==> src/rtl/ray_dispatch.sv <==
// Frame ray issue stage: walks the screen, issues one primary ray per pixel, counts retirements.
// Optional build macro RAY_DISPATCH_INTERLACE_EN selects even-rows-then-odd-rows issue order.
package ray_dispatch_pkg;
    typedef struct packed {
        logic [15:0] x;
        logic [15:0] y;
        logic [7:0]  sample_id;
        logic [7:0]  flags;
    } RasterInputData;
endpackage

module ray_dispatch
    import ray_dispatch_pkg::*;
#(
    parameter int unsigned SCREEN_WIDTH  = 160,
    parameter int unsigned SCREEN_HEIGHT = 120,
    parameter int unsigned X_W           = $clog2(SCREEN_WIDTH),
    parameter int unsigned Y_W           = $clog2(SCREEN_HEIGHT),
    parameter int unsigned CNT_W         = $clog2(SCREEN_WIDTH*SCREEN_HEIGHT+1)
) (
    input  logic           clk,
    input  logic           reset,
    input  logic           start,
    input  logic           fifo_full,
    input  logic           retire,
    output logic           add_input,
    output RasterInputData input_data,
    output logic           busy,
    output logic           frame_done,
    output logic [7:0]     frame_id
);

    typedef enum logic [1:0] {IDLE, ISSUE, DRAIN, DONE} state_e;

    localparam logic [CNT_W-1:0] TOTAL  = CNT_W'(SCREEN_WIDTH*SCREEN_HEIGHT);
    localparam logic [X_W-1:0]   X_LAST = X_W'(SCREEN_WIDTH-1);
`ifdef RAY_DISPATCH_INTERLACE_EN
    // The final row issued is the last odd row.
    localparam logic [Y_W-1:0]   Y_LAST = (SCREEN_HEIGHT % 2 == 0) ? Y_W'(SCREEN_HEIGHT-1)
                                                                   : Y_W'(SCREEN_HEIGHT-2);
`else
    localparam logic [Y_W-1:0]   Y_LAST = Y_W'(SCREEN_HEIGHT-1);
`endif

    state_e             state_q, state_d;
    logic [X_W-1:0]     x_q, x_d;
    logic [Y_W-1:0]     y_q, y_d;
    logic [CNT_W-1:0]   issued_q, issued_d;
    logic [CNT_W-1:0]   retired_q, retired_d;
    logic [7:0]         frame_id_q, frame_id_d;
    logic [Y_W-1:0]     y_next;
    logic               issue;

`ifdef RAY_DISPATCH_INTERLACE_EN
    logic [Y_W:0]       y_plus2;

    always_comb begin
        y_plus2 = {1'b0, y_q} + (Y_W+1)'(2);
        if (!y_q[0] && (y_plus2 >= (Y_W+1)'(SCREEN_HEIGHT))) begin
            y_next = Y_W'(1);
        end else begin
            y_next = y_plus2[Y_W-1:0];
        end
    end
`else
    always_comb begin
        y_next = y_q + Y_W'(1);
    end
`endif

    always_comb begin
        state_d    = state_q;
        x_d        = x_q;
        y_d        = y_q;
        issued_d   = issued_q;
        retired_d  = retired_q;
        frame_id_d = frame_id_q;
        issue      = (state_q == ISSUE) && !fifo_full;

        unique case (state_q)
            IDLE: begin
                if (start) begin
                    x_d       = '0;
                    y_d       = '0;
                    issued_d  = '0;
                    retired_d = '0;
                    state_d   = ISSUE;
                end
            end
            ISSUE: begin
                if (issue) begin
                    issued_d = issued_q + CNT_W'(1);
                    if ((x_q == X_LAST) && (y_q == Y_LAST)) begin
                        x_d     = '0;
                        y_d     = '0;
                        state_d = DRAIN;
                    end else if (x_q == X_LAST) begin
                        x_d = '0;
                        y_d = y_next;
                    end else begin
                        x_d = x_q + X_W'(1);
                    end
                end
            end
            DRAIN: begin
                if ((retired_q == TOTAL) && (issued_q == TOTAL)) begin
                    state_d = DONE;
                end
            end
            DONE: begin
                frame_id_d = frame_id_q + 8'd1;
                state_d    = IDLE;
            end
            default: state_d = IDLE;
        endcase

        // Retirements count alongside issues, saturating at a full frame.
        if (((state_q == ISSUE) || (state_q == DRAIN)) && retire && (retired_q != TOTAL)) begin
            retired_d = retired_q + CNT_W'(1);
        end
    end

    always_ff @(posedge clk or posedge reset) begin
        if (reset) begin
            state_q    <= IDLE;
            x_q        <= '0;
            y_q        <= '0;
            issued_q   <= '0;
            retired_q  <= '0;
            frame_id_q <= '0;
        end else begin
            state_q    <= state_d;
            x_q        <= x_d;
            y_q        <= y_d;
            issued_q   <= issued_d;
            retired_q  <= retired_d;
            frame_id_q <= frame_id_d;
        end
    end

    always_comb begin
        input_data   = '0;
        input_data.x = 16'(x_q);
        input_data.y = 16'(y_q);
    end

    assign add_input  = issue;
    assign busy       = (state_q == ISSUE) || (state_q == DRAIN);
    assign frame_done = (state_q == DONE);
    assign frame_id   = frame_id_q;

endmodule

==> config.mk <==
export PLATFORM = sky130hd
export DESIGN_NAME = ray_dispatch
export DESIGN_NICKNAME = d
export VERILOG_FILES = /design/src/rtl/ray_dispatch.sv
export SDC_FILE = /design/constraint.sdc
export NUM_CORES = 1
export LEC_CHECK = 0
export ABC_AREA = 1
export CELL_PAD_IN_SITES_DETAIL_PLACEMENT = 0
export CELL_PAD_IN_SITES_GLOBAL_PLACEMENT = 1
export CORE_MARGIN = 2
export CORE_UTILIZATION = 40
export DETAILED_ROUTE_END_ITERATION = 8
export PLACE_DENSITY = 0.83
export SETUP_SLACK_MARGIN = 0.4
export SLEW_MARGIN = 30
export SYNTH_ARGS = -nofsm -noshare
export SYNTH_HDL_FRONTEND = slang
export SYNTH_SLANG_ARGS = --single-unit
==> constraint.sdc <==
create_clock -name clk -period 3.4 [get_ports clk]
set_input_delay 0.68 -clock clk [delete_from_list [all_inputs] [get_ports clk]]
set_output_delay 0.68 -clock clk [all_outputs]
set_load 0.005 [all_outputs]
==> qor.yml <==
synth_ff_type: "dfrtp_1"
dpl.hpwl_mm: 5.54
grtUsageTotal_pct: 16.2
cts.path.max_buffers: 2
cp.arrival_ns: 2.16
placed_cells: 605
cts-root-buf: "clkbuf_8"
fmax_mhz: 352
synth_common_cells: "nand2_1 (109), nor2_1 (58), inv_1 (56), dfrtp_1 (55), buf_4 (34)"
htreeDepth: 2
p_leak_nw: 1.82
fin_crit_ns: 2.84
slew_viol_final: 0
ctsHoldBuffers: 0
maxCapViolations: 0
yosysTopAreaCell: "dfrtp_1"
worst-path-buf-inv: 3
core_area_um2: 8640
crit_family: "buffers and inverters"
drive_gt1_share_pct: 7.52
endpoint_kind: "output port"
period_share_pct: 83.5
gr-total-overflow: 0
slowest_delay_ns: 0.57
ioPinCount: 64
use_met3_pct: 2.86
finalClockSkew_ns: 0.00471
cts_buffers: 5
area_delta_synth_final_pct: 10.7
antenna_found_initial: 0
setup_tns_ns: 0
grt_max_degree: 25
drc: 0
groute.layer.met1.usage_pct: 22.2
routed_wl_mm: 7.29
synth.distinct_cells: 33
grt_busiest_layer: "met2"
stdcell_count: 613
grt_first_pass_wirelength_mm: 12.8
drt_first_pass_iters: 5
wl_per_cell_um: 11.9
ys_ff_latch: 55
synth_top_area_share_pct: 39.0
path_clk_slew_ns: 0.10
finalSetupViolations: 0
via_per_inst: 4.69
path_depth: 5
hold_violations: 0
cts.sinks: 55
fillers: 899
crit_chain: "inv_1 -> ha_2 -> inv_2 -> nor2_1 -> clkdlybuf4s50_1"
layout.nets: 521
die_h_um: 98.0
critical_path_class: "reg2out"
cts_tree: "yes"
yosysSeqAreaShare_pct: 39.0
synth_edf_count: 0
hold_path.class: "reg2reg"
portBuffers: 30
tightest_slew_ns: 0.526
dieArea_um2: 9600
routed-via-count: 2872
yosysMostFrequentCell: "nand2_1"
start_util_pct: 40.9
fin_ws_ns: 0.561
gp_congestion: 0.835
drt_first_iter_violations: 73
rr_worst_depth: 8
grt_pass1_vias: 2774
outcome: "finished, final reports clean"
cp-start-kind: "flip-flop"
async_reset_ff_share_pct: 100
rsz0062_at_grt: "no"
yosysWarnings: 0
insertion_delay_ns: 0.31
hold_path_depth: 1
cp_max_fo: 15
relSlewSlack_pct: 64.9
met2_usage_pct: 26.4
antennaDiodeCount: 0
peakVddDrop_mv: 0.322
slowest_stage: "clkdlybuf4s50_1"
critPathRequiredTime_ns: 2.72
synthesis.area_um2: 3530
syn_avg_cell_area_um2: 7.51
postRouteAntennaNets: 0
powerDensity_nw_per_um2: 535
die_x_um: 98.0
dp_slack_ns: 0.724
ys_top_cells_by_area: "dfrtp_1 (39%), nand2_1 (12%), buf_4 (7.2%)"
rows: 34
synthCells: 470
cell families (layout without fill, tap and decap cells):
family | after synthesis | count (layout) | share of synthesized area, %
DFF | 55 | 55 | 39.0
and+or+nand+nor | 240 | 240 | 29.7
other | 1 | 33 | 0.106
xor gates and xnor gates | 17 | 17 | 4.22
buffers and inverters | 98 | 101 | 14.5
AOI/OAI and AO/OA | 47 | 47 | 8.33
adders and majority gates | 12 | 12 | 4.25
repair_timing:
action / CTS / global route
setup buffers: 0 / 0
setup endpoints to repair: 1 / 0
gates resized for setup: 1 / 0
through the flow:
stage | area, um2 | hold WS, ns | util, % | power (mW)
2_1_floorplan | 3650 | 0.468 | - | 1.49
3_3_place_gp | 3820 | 0.462 | 44.2 | 1.72
3_5_place_dp | 3820 | 0.476 | 44.2 | 1.74
4_1_cts | 3910 | 0.492 | 45.3 | 2.13
5_1_grt | 3910 | 0.534 | 45.3 | 2.27
6_report | 3910 | 0.484 | 45.3 | 2.09
registers in the layout (all words and copies together), names as in the netlist:
name / count
retired_q: 15
frame_id: 8
x_q: 8
issued_q: 15
state_q: 2
y_q: 7
worst reg2reg max path: stages, from the launching register on:
cell	delay, ns
dfrtp_1	0.42
inv_1	0.12
ha_2	0.38
nand2_1	0.18
nand3_4	0.23
inv_2	0.13
nand2_1	0.33
o21ai_0	0.15
a21oi_1	0.13
layer usage:
layer / wire (um) / vias to the layer above
li1: - / 1498
met1: 3550 / 1330
met2: 3460 / 37
met3: 181 / 7
met4: 92 / 0
met5: 0 / -
worst paths after layout:
path                                            to  slack (ns)               startpoint
max reg2reg                     x_q[5]$_DFFE_PP0P_        1.26   state_q[1]$_DFFE_PP0P_
min in group asynchronous  issued_q[3]$_DFFE_PP0P_        0.72                    reset
min                        frame_id[7]$_DFFE_PP0P_        0.48  frame_id[7]$_DFFE_PP0P_
min reg2reg                frame_id[7]$_DFFE_PP0P_        0.48  frame_id[7]$_DFFE_PP0P_
max in group asynchronous  frame_id[7]$_DFFE_PP0P_        2.04                    reset
max                                      add_input        0.56   state_q[1]$_DFFE_PP0P_
where the power goes:
part,internal [mW],switching [mW]
Combinational,0.326,0.547
Clock,0.146,0.226
Sequential,0.747,0.102
Total,1.22,0.874
placed cells by master (no fill, tap or decap), types with 2 or more instances in the layout:
cell and instances:
nand4_1 15, inv_2 4, buf_4 2, o21ai_2 7, a21oi_1 9, xnor2_1 3, nand2_1 109, nand2_2 3
ha_1 11, o21ai_0 17, clkdlybuf4s50_1 30, or2_2 3, o22ai_1 3, clkbuf_8 5, inv_1 55, nor3_1 11
xor2_1 14, conb_1 33, clkinv_2 2, nor2_1 58, dfrtp_1 55, o21bai_1 2, nand3_1 33, nor2_2 5
clkinv_1 2, o21ai_1 4
final cells by class:
class / count / area, um2 / share of cell area, %
multi-input cells: 349 / 1770 / 45.2
clock inverters: 3 / 18.8 / 0.480
flip-flops and latches: 55 / 1380 / 35.2
well taps: 108 / 135 / 3.46
inverters: 61 / 229 / 5.86
clock buffers: 5 / 68.8 / 1.76
repair buffers: 32 / 315 / 8.06
No activity file was read; power rests on OpenSTA's default activity.
